[src/rtl/uart_tx.sv]
// UART transmitter: start bit, 8 data bits LSB-first, optional parity, 1 or 2 stop bits.
// Frame settings are captured at the handshake, so mid-frame changes to the configuration have no effect.
module uart_tx #(
  parameter int unsigned BIT_LEN_W = 32
) (
  input  logic                 i_clk,
  input  logic                 i_nrst,
  input  logic [BIT_LEN_W-1:0] i_bit_length,
  input  logic                 i_hw_flow_control_enable,
  input  logic                 i_cts_n,
  input  logic                 i_parity_enable,
  input  logic                 i_parity_odd,
  input  logic                 i_two_stop_bits,
  input  logic                 i_tx_valid,
  input  logic [7:0]           i_tx_data,
  output logic                 o_tx_ready,
  output logic                 o_tx,
  output logic                 o_tx_busy,
  output logic                 o_tx_done
);

  typedef enum logic [2:0] {
    S_IDLE   = 3'd0,
    S_START  = 3'd1,
    S_DATA   = 3'd2,
    S_PARITY = 3'd3,
    S_STOP   = 3'd4,
    S_STOP_2 = 3'd5
  } state_t;

  localparam logic [BIT_LEN_W-1:0] LEN_ONE = BIT_LEN_W'(1);

  // Even parity is the XOR of the data; odd parity is its complement.
  function automatic logic parity_bit(input logic [7:0] data, input logic odd);
    parity_bit = (^data) ^ odd;
  endfunction

  state_t               r_state;
  state_t               w_state_next;
  logic [BIT_LEN_W-1:0] r_cnt;
  logic [BIT_LEN_W-1:0] w_cnt_next;
  logic [BIT_LEN_W-1:0] r_len;
  logic [BIT_LEN_W-1:0] w_eff_len;
  logic [2:0]           r_idx;
  logic [2:0]           w_idx_next;
  logic [7:0]           r_data;
  logic                 r_par_en;
  logic                 r_par_odd;
  logic                 r_two_stop;
  logic                 r_tx;
  logic                 w_tx_next;
  logic                 r_done;
  logic                 w_done_next;
  logic                 r_live;
  logic                 w_ready;
  logic                 w_accept;
  logic                 w_bit_end;

  // r_live keeps ready low while reset is held and goes high on the first clock afterwards.
  assign w_ready   = r_live && (r_state == S_IDLE) && !(i_hw_flow_control_enable && i_cts_n);
  assign w_accept  = w_ready && i_tx_valid;
  assign w_eff_len = (i_bit_length == '0) ? LEN_ONE : i_bit_length;
  assign w_bit_end = (r_cnt == (r_len - LEN_ONE));

  assign o_tx_ready = w_ready;
  assign o_tx       = r_tx;
  assign o_tx_busy  = (r_state != S_IDLE);
  assign o_tx_done  = r_done;

  // Next-state, bit-period counter, data index and end-of-frame decode.
  always_comb begin
    w_state_next = r_state;
    w_cnt_next   = r_cnt;
    w_idx_next   = r_idx;
    w_done_next  = 1'b0;
    case (r_state)
      S_IDLE: begin
        if (w_accept) begin
          w_state_next = S_START;
          w_cnt_next   = '0;
          w_idx_next   = 3'd0;
        end else begin
          w_state_next = S_IDLE;
        end
      end
      S_START: begin
        if (w_bit_end) begin
          w_state_next = S_DATA;
          w_cnt_next   = '0;
          w_idx_next   = 3'd0;
        end else begin
          w_cnt_next = r_cnt + LEN_ONE;
        end
      end
      S_DATA: begin
        if (w_bit_end) begin
          w_cnt_next = '0;
          if (r_idx == 3'd7) begin
            w_state_next = r_par_en ? S_PARITY : S_STOP;
          end else begin
            w_idx_next = r_idx + 3'd1;
          end
        end else begin
          w_cnt_next = r_cnt + LEN_ONE;
        end
      end
      S_PARITY: begin
        if (w_bit_end) begin
          w_state_next = S_STOP;
          w_cnt_next   = '0;
        end else begin
          w_cnt_next = r_cnt + LEN_ONE;
        end
      end
      S_STOP: begin
        if (w_bit_end) begin
          w_cnt_next = '0;
          if (r_two_stop) begin
            w_state_next = S_STOP_2;
          end else begin
            w_state_next = S_IDLE;
            w_done_next  = 1'b1;
          end
        end else begin
          w_cnt_next = r_cnt + LEN_ONE;
        end
      end
      S_STOP_2: begin
        if (w_bit_end) begin
          w_state_next = S_IDLE;
          w_cnt_next   = '0;
          w_done_next  = 1'b1;
        end else begin
          w_cnt_next = r_cnt + LEN_ONE;
        end
      end
      default: begin
        w_state_next = S_IDLE;
        w_cnt_next   = '0;
        w_idx_next   = 3'd0;
      end
    endcase
  end

  // Line level is decoded from the state being entered so o_tx can be a plain flop.
  always_comb begin
    w_tx_next = 1'b1;
    case (w_state_next)
      S_IDLE:   w_tx_next = 1'b1;
      S_START:  w_tx_next = 1'b0;
      S_DATA:   w_tx_next = r_data[w_idx_next];
      S_PARITY: w_tx_next = parity_bit(r_data, r_par_odd);
      S_STOP:   w_tx_next = 1'b1;
      S_STOP_2: w_tx_next = 1'b1;
      default:  w_tx_next = 1'b1;
    endcase
  end

  // State, counters and line registers.
  always_ff @(posedge i_clk or negedge i_nrst) begin
    if (!i_nrst) begin
      r_state <= S_IDLE;
      r_cnt   <= '0;
      r_idx   <= 3'd0;
      r_tx    <= 1'b1;
      r_done  <= 1'b0;
      r_live  <= 1'b0;
    end else begin
      r_state <= w_state_next;
      r_cnt   <= w_cnt_next;
      r_idx   <= w_idx_next;
      r_tx    <= w_tx_next;
      r_done  <= w_done_next;
      r_live  <= 1'b1;
    end
  end

  // Frame word and settings captured on the handshake.
  always_ff @(posedge i_clk or negedge i_nrst) begin
    if (!i_nrst) begin
      r_data     <= 8'h00;
      r_par_en   <= 1'b0;
      r_par_odd  <= 1'b0;
      r_two_stop <= 1'b0;
      r_len      <= LEN_ONE;
    end else if (w_accept) begin
      r_data     <= i_tx_data;
      r_par_en   <= i_parity_enable;
      r_par_odd  <= i_parity_odd;
      r_two_stop <= i_two_stop_bits;
      r_len      <= w_eff_len;
    end else begin
      r_data     <= r_data;
      r_par_en   <= r_par_en;
      r_par_odd  <= r_par_odd;
      r_two_stop <= r_two_stop;
      r_len      <= r_len;
    end
  end

endmodule
[config.mk]
export PLATFORM = sky130hd
export DESIGN_NAME = uart_tx
export DESIGN_NICKNAME = d
export VERILOG_FILES = /design/src/rtl/uart_tx.sv
export SDC_FILE = /design/constraint.sdc
export NUM_CORES = 1
export LEC_CHECK = 0
export CORE_MARGIN = 2
export CORE_UTILIZATION = 58
export CTS_CLUSTER_DIAMETER = 150
export DETAILED_ROUTE_END_ITERATION = 16
export PLACE_DENSITY_LB_ADDON = 0.3
export SETUP_SLACK_MARGIN = 0.3
export SLEW_MARGIN = 25
export SYNTH_ARGS = -nofsm -noshare
export SYNTH_HDL_FRONTEND = slang
export SYNTH_SLANG_ARGS = --single-unit
[constraint.sdc]
create_clock -name i_clk -period 4.5 [get_ports i_clk]
set_input_delay 1.35 -clock i_clk [delete_from_list [all_inputs] [get_ports i_clk]]
set_output_delay 1.35 -clock i_clk [all_outputs]
set_load 0.05 [all_outputs]
==> qor.json, run 1 <==
{
  "clock_network": {
    "worst_skew_pair.late_latency_ns": 0.37,
    "tritoncts.num_buffers": 9,
    "clock_tree.buffer_depth": 2,
    "post_cts_hold_buffer_count": 0,
    "tritoncts_clock_tree": "built",
    "cts_sinks": 84,
    "clkSlewWorstSetupHoldPaths_ns": 0.10,
    "cts-htree-levels": 3,
    "clock-root-buffer": "sky130_fd_sc_hd__clkbuf_8"
  },
  "run": {
    "drv.max_cap_violation_count": 0
  },
  "cells_and_area": {
    "num-fill-cells": 684,
    "fin_nets": 757,
    "layout.cells.most_common": "sky130_fd_sc_hd__nand2_1",
    "finish.cell_count_without_fillers": 822,
    "synthToLayoutAreaGrowth_pct": 22.0,
    "regArea_um2": 2110,
    "antenna_cells": 0,
    "drive_above_1_share_pct": 13.4,
    "multi_input_area_um2": 3340,
    "final_core_utilization_pct": 72.2,
    "layout.cells.most_common_list": "sky130_fd_sc_hd__nand2_1 (157), sky130_fd_sc_hd__dfrtp_1 (76), sky130_fd_sc_hd__clkdlybuf4s50_1 (49)"
  },
  "yosys": {
    "postSynthNetCount": 698,
    "ys.warnings.count": 0,
    "dominantRegCellSynth": "sky130_fd_sc_hd__dfrtp_1",
    "yosysTopAreaCell": "sky130_fd_sc_hd__dfrtp_1",
    "top_area_cells_in_the_synthesized_netlist": "sky130_fd_sc_hd__dfrtp_1 (38%), sky130_fd_sc_hd__nand2_1 (11%), sky130_fd_sc_hd__xnor2_1 (7.3%)",
    "synth-async-reset-ratio_pct": 100,
    "synth_cell_type_count": 70,
    "synth-edff-count": 0,
    "synthesis.area_per_instance_um2": 8.33,
    "synth_largest_type_area_fraction_pct": 38.1,
    "syn_inst": 647,
    "register_area_share_after_synthesis_pct": 39.1,
    "mappedNetlistArea_um2": 5390,
    "number_of_flip_flops_and_latches_in_the_synthesized_netlist": 84
  },
  "grt": {
    "vias_in_the_first_global_route": 4730,
    "first_pass_grt_wire_length_mm": 23.4,
    "grt_usage_pct": 29.2,
    "grt_overflow_total": 0,
    "number_of_antenna_violations_at_the_first_check_in_global_routing": 0,
    "grt_max_degree": 64
  },
  "route": {
    "drt_drc_violations_left": 0,
    "post_drt_wl_per_cell_um": 17.2,
    "via_count": 4963,
    "post_detailed_routing_wire_length_mm": 14.1,
    "drt_iter0_markers": 304,
    "antenna_violating_nets_post_route": 0,
    "post_drt_via_cell_ratio": 6.04,
    "drtPass1Iterations": 5
  },
  "placement": {
    "port_buffers": 51,
    "gp_congestion": 0.904,
    "numPlacedInstances": 795,
    "post-place-ws_ns": 0.0681,
    "hpwl_dp_mm": 10.2
  },
  "floorplanning": {
    "floorplan.die_area_um2": 10100,
    "std_cell_core_area_um2": 9110,
    "std_cell_rows": 35,
    "boundaryPins": 52,
    "die_h_um": 100,
    "die-width_um": 100,
    "initial_cell_density_of_the_core_pct": 59.2
  },
  "power_and_ir_drop": {
    "power_per_cell_area_nw_per_um2": 530,
    "irDropWorstVdd_mv": 0.317,
    "seq_power_share_pct": 39.3,
    "intPower_mw": 2.00,
    "switchingPower_mw": 1.48,
    "comb_power_share_pct": 44.3,
    "leakage_nw": 2.72,
    "power.clock.fraction_pct": 16.4,
    "power.switching_fraction_pct": 42.6
  },
  "status": {
    "status": "finished clean"
  },
  "setup_path": {
    "arrival_ns": 4.34,
    "critPathKind": "reg -> reg",
    "worstPathRequired_ns": 4.80,
    "timing.critical_path.fanout_max": 7,
    "timing.critical_path.from_type": "register",
    "timing.reg2reg.setup_slack_ns": 0.47,
    "timing.critical_path.to_type": "register"
  },
  "sta": {
    "slew_headroom_pct": 46.5,
    "final_setup_fails": 0,
    "finalSetupTns_ns": 0,
    "grt_setup_unrepaired": "no",
    "slew_violations": 0,
    "layout_setup_ws_ns": 0.465,
    "finalCriticalPeriod_ns": 4.03,
    "fin_crit_sh_pct": 89.7,
    "fmaxAchievable_mhz": 248,
    "finClkSkew_ns": 0.0169,
    "fin_worst_hold_slack_ns": 0.515,
    "hold_violations": 0,
    "max_slew.worst_pin.slew_ns": 0.803
  },
  "worst_hold_path": {
    "min-delay-path-class": "reg -> reg"
  }
}
cell families (layout without fill, tap and decap cells):
group,after synthesis,after routing,synth area share (%)
and+or+nand+nor,332,332,31.3
AOI/OAI and AO/OA,113,113,13.9
DFF,84,84,39.1
xor gates and xnor gates,63,63,10.2
buffers and inverters,44,108,3.27
muxes,7,7,1.42
adders and majority gates,3,3,0.697
other,1,1,0.0696
metrics by stage:
stage / total power, mW / instance area, µm²
after CTS: 3.30 / 6310
after global placement: 2.62 / 6050
after global routing: 3.71 / 6570
after floorplan: 2.25 / 5390
after detailed placement: 2.67 / 6050
final: 3.48 / 6570
state kept, by name (all words and copies together), names as in the netlist:
name        flops
r_two_stop      1
r_par_en        1
r_live          1
r_par_odd       1
r_idx           3
o_tx_done       1
r_state         3
r_cnt          32
r_len          32
r_data          8
o_tx            1
worst paths after layout:
check,start,endpoint,cells past startpoint
max reg2reg,r_len[14]$_DFFE_PN0P_,o_tx$_DFF_PN1_,13
max,r_len[14]$_DFFE_PN0P_,o_tx$_DFF_PN1_,13
max in group asynchronous,i_nrst,r_len[26]$_DFFE_PN0P_,2
min,r_par_odd$_DFFE_PN0P_,r_par_odd$_DFFE_PN0P_,2
min reg2reg,r_par_odd$_DFFE_PN0P_,r_par_odd$_DFFE_PN0P_,2
min in group asynchronous,i_nrst,r_cnt[2]$_DFFE_PN0P_,1
timing repair:
action                                  CTS  global route
setup buffers                             2             9
endpoints found under the setup margin    1             1
hold endpoints to repair                  0             0
resized for setup                        10            36
cloned                                    0             0
pin swaps                                 2            14
synthesized netlist by cell type, drive strengths merged (2+ instances only):
| cell type | count |
|---|---|
| nor4 | 18 |
| mux2 | 2 |
| or3 | 10 |
| o41ai | 4 |
| nand4 | 13 |
| a41oi | 2 |
| nor3b | 4 |
| a31oi | 3 |
| o31ai | 15 |
| xnor2 | 45 |
| o211a | 3 |
| nand2b | 6 |
| a2111oi | 4 |
| xor2 | 18 |
| a211o | 2 |
| nor3 | 16 |
| nor4b | 2 |
| or4 | 7 |
| inv | 14 |
| mux2i | 5 |
| ha | 3 |
| nand4b | 4 |
| dfstp | 2 |
| and3 | 19 |
| a21oi | 16 |
| buf | 5 |
| or3b | 3 |
| dfrtp | 82 |
| nor2b | 7 |
| a211oi | 4 |
| nor2 | 32 |
| nand3 | 28 |
| o21ai | 46 |
| clkbuf | 25 |
| nand2 | 157 |
critical path, cell delays in order (launching register included):
cell,delay (ns)
sky130_fd_sc_hd__dfrtp_2,0.46
sky130_fd_sc_hd__or4_4,0.57
sky130_fd_sc_hd__and4bb_4,0.37
sky130_fd_sc_hd__a41oi_4,0.14
sky130_fd_sc_hd__a2111oi_4,0.32
sky130_fd_sc_hd__nand3_1,0.16
sky130_fd_sc_hd__or4_4,0.59
sky130_fd_sc_hd__nor3_4,0.22
sky130_fd_sc_hd__buf_4,0.16
sky130_fd_sc_hd__mux2i_1,0.18
sky130_fd_sc_hd__nor2_1,0.07
sky130_fd_sc_hd__a2111oi_2,0.34
sky130_fd_sc_hd__nor4_1,0.09
sky130_fd_sc_hd__a211o_1,0.30
cell type report:
type / count / area share (%)
sequential: 84 / 32.1
clock buffer: 10 / 2.09
multi-input combinational: 519 / 50.8
tap: 111 / 2.11
timing repair buffer: 78 / 11.0
clock inverter: 6 / 1.05
inverter: 14 / 0.800
routing by layer:
metal  global-route usage [%]  wire (µm)  share of wire (%)
met4                     11.2        359                2.5
met2                     47.2       6820                 48
met3                     5.85        703                5.0
met5                        0          0                  0
met1                     39.0       6240                 44
power by group through the flow:
stage / logic, mW / registers [mW] / clock network [mW]
after floorplan: 1.03 / 1.22 / 0
final: 1.54 / 1.37 / 0.570
after CTS: 1.38 / 1.34 / 0.580
after global placement: 1.30 / 1.32 / 0
after detailed placement: 1.33 / 1.34 / 0
after global routing: 1.69 / 1.40 / 0.613
Power figures use the tool's default switching activity.
==> inputs of run 2 (changes only) <==
- CORE_UTILIZATION: 58 -> 44
==> run 2 against run 1 <==
  * First-iteration DRC count rose by 20%
  * Die area rose by 30%
  * Global-route usage fell by 5.9 points
==> qor.json, run 2 (synthesis gave the netlist of run 1 again) <==
{
  "setup_path": {
    "critPathKind": "reg -> reg",
    "crit_slowest_cell": "sky130_fd_sc_hd__dfrtp_2",
    "timing.critical_path.fanout_max": 8,
    "timing.critical_path.slowest_cell_delay_ns": 0.49,
    "arrival_ns": 4.37,
    "worstPathRequired_ns": 4.78,
    "timing.critical_path.from_type": "register",
    "cp_num_buf_inv": 0,
    "worst_path_dominant_cell_family": "simple AND/OR/NAND/NOR gates",
    "critical_path.cell_chain": "nor4_4 > nand4_1 > or3_1 > a2111oi_4 > nand3_2 > nor4_4 > a21oi_1 > a211o_2 > mux2_4 > a2111oi_4 > nor4_2 > a211o_1",
    "timing.critical_path.to_type": "register"
  },
  "cells_and_area": {
    "fin_nets": 754,
    "antenna_cells": 0,
    "drive_above_1_share_pct": 13.4,
    "final_design_area_excluding_fillers_um2": 6700,
    "layout.cells.most_common_list": "sky130_fd_sc_hd__nand2_1 (157), sky130_fd_sc_hd__dfrtp_1 (79), sky130_fd_sc_hd__clkdlybuf4s50_1 (49)",
    "largestRegisters": "r_cnt (32), r_len (32), r_data (8)",
    "num-fill-cells": 1095,
    "layout.cells.most_common": "sky130_fd_sc_hd__nand2_1",
    "synthToLayoutAreaGrowth_pct": 24.2
  },
  "sta": {
    "grt_setup_unrepaired": "yes",
    "final_setup_fails": 0,
    "max_slew.worst_pin.slew_ns": 0.900,
    "fmaxAchievable_mhz": 245,
    "slew_violations": 0,
    "finClkSkew_ns": 0.00932,
    "slew_headroom_pct": 40.0,
    "finalSetupTns_ns": 0,
    "hold_violations": 0,
    "fin_crit_sh_pct": 90.8,
    "finalCriticalPeriod_ns": 4.09
  },
  "clock_network": {
    "cts_sinks": 84,
    "clkSlewWorstSetupHoldPaths_ns": 0.07,
    "clock-root-buffer": "sky130_fd_sc_hd__clkbuf_16",
    "cts-htree-levels": 3,
    "clock_tree.buffer_depth": 2,
    "tritoncts_clock_tree": "built",
    "tritoncts.num_buffers": 9,
    "worst_skew_pair.late_latency_ns": 0.36
  },
  "floorplanning": {
    "boundaryPins": 52,
    "die-width_um": 115,
    "die_h_um": 115,
    "std_cell_core_area_um2": 12000,
    "floorplan.die_area_um2": 13100,
    "std_cell_rows": 40,
    "initial_cell_density_of_the_core_pct": 45.1
  },
  "route": {
    "routed-wl-met2_mm": 6.92,
    "detailroute.wirelength.met3_um": 802,
    "drt_drc_violations_left": 0,
    "drt_iter0_markers": 366,
    "post_drt_wl_per_cell_um": 17.6,
    "m1WireLength_mm": 6.89,
    "via_count": 5002,
    "post_drt_via_cell_ratio": 5.85,
    "post_detailed_routing_wire_length_mm": 15.0,
    "top_metal_used": "met4",
    "drtPass1Iterations": 5,
    "antenna_violating_nets_post_route": 0
  },
  "placement": {
    "detailed_place.area_um2": 6090,
    "hpwl_dp_mm": 10.5,
    "gp_congestion": 0.899,
    "port_buffers": 51
  },
  "status": {
    "status": "finished clean"
  },
  "power_and_ir_drop": {
    "power_per_cell_area_nw_per_um2": 551,
    "leakage_nw": 2.74,
    "irDropWorstVdd_mv": 0.335,
    "finalPower_mw": 3.69
  },
  "run": {
    "drv.max_cap_violation_count": 0
  },
  "grt": {
    "grt_max_degree": 70,
    "first_pass_grt_wire_length_mm": 24.2,
    "grt_overflow_total": 0,
    "grt_usage_pct": 23.3,
    "vias_in_the_first_global_route": 4750,
    "number_of_antenna_violations_at_the_first_check_in_global_routing": 0
  },
  "worst_hold_path": {
    "min-delay-path-class": "reg -> reg"
  }
}
[run 2: worst paths after layout]
path	cells after the start	from	slack, ns	end
worst max register to register	12	r_len[2]$_DFFE_PN0P_	0.41	o_tx$_DFF_PN1_
min in group asynchronous	1	i_nrst	1.11	r_cnt[4]$_DFFE_PN0P_
max in group asynchronous	2	i_nrst	2.55	o_tx$_DFF_PN1_
worst min-delay path	2	r_par_odd$_DFFE_PN0P_	0.50	r_par_odd$_DFFE_PN0P_
worst min register to register	2	r_par_odd$_DFFE_PN0P_	0.50	r_par_odd$_DFFE_PN0P_
worst max-delay path	12	r_len[2]$_DFFE_PN0P_	0.41	o_tx$_DFF_PN1_
[run 2: final cells by class]
type | count | area [µm²] | area share [%]
well taps | 147 | 184 | 2.75
multi-input cells | 519 | 3350 | 50.1
repair buffers | 75 | 698 | 10.4
clock buffers | 9 | 225 | 3.36
inverters | 14 | 52.6 | 0.785
clock inverters | 7 | 72.6 | 1.08
flip-flops and latches | 84 | 2110 | 31.5
[run 2: where the power goes]
part / internal, mW / switching [mW]
clock network: 0.432 / 0.326
logic: 0.740 / 0.827
registers: 0.976 / 0.385
[run 2: metal layers]
| layer | GRT usage (%) | vias to the layer above |
|---|---|---|
| li1 | - | 2392 |
| met1 | 31.5 | 2442 |
| met2 | 36.4 | 140 |
| met3 | 5.61 | 28 |
| met4 | 8.29 | 0 |
| met5 | 0 | - |
[run 2: per-stage QoR]
stage / hold slack, ns / instances / setup WS, ns / util, %
after detailed placement: 0.485 / 831 / 0.0741 / 50.9
after global placement: 0.483 / 831 / 0.262 / 50.9
final: 0.495 / 855 / 0.414 / 56.0
after global routing: 0.543 / 855 / 0.230 / 56.0
after CTS: 0.501 / 849 / 0.305 / 53.9
after floorplan: 0.460 / 647 / 0.447 / -
[run 2: repair_timing]
action,4_1_cts,5_1_grt
gates resized for setup,9,37
pin swaps,1,18
buffers inserted,2,6
setup endpoints to repair,1,1
hold buffers,0,0
hold endpoints to repair,0,0
gates cloned,0,0
[run 2: worst min-delay path, stage by stage, from the launching register on]
cell                      delay, ns
sky130_fd_sc_hd__dfrtp_1       0.36
sky130_fd_sc_hd__nand2_1       0.05
sky130_fd_sc_hd__nand2_1       0.06
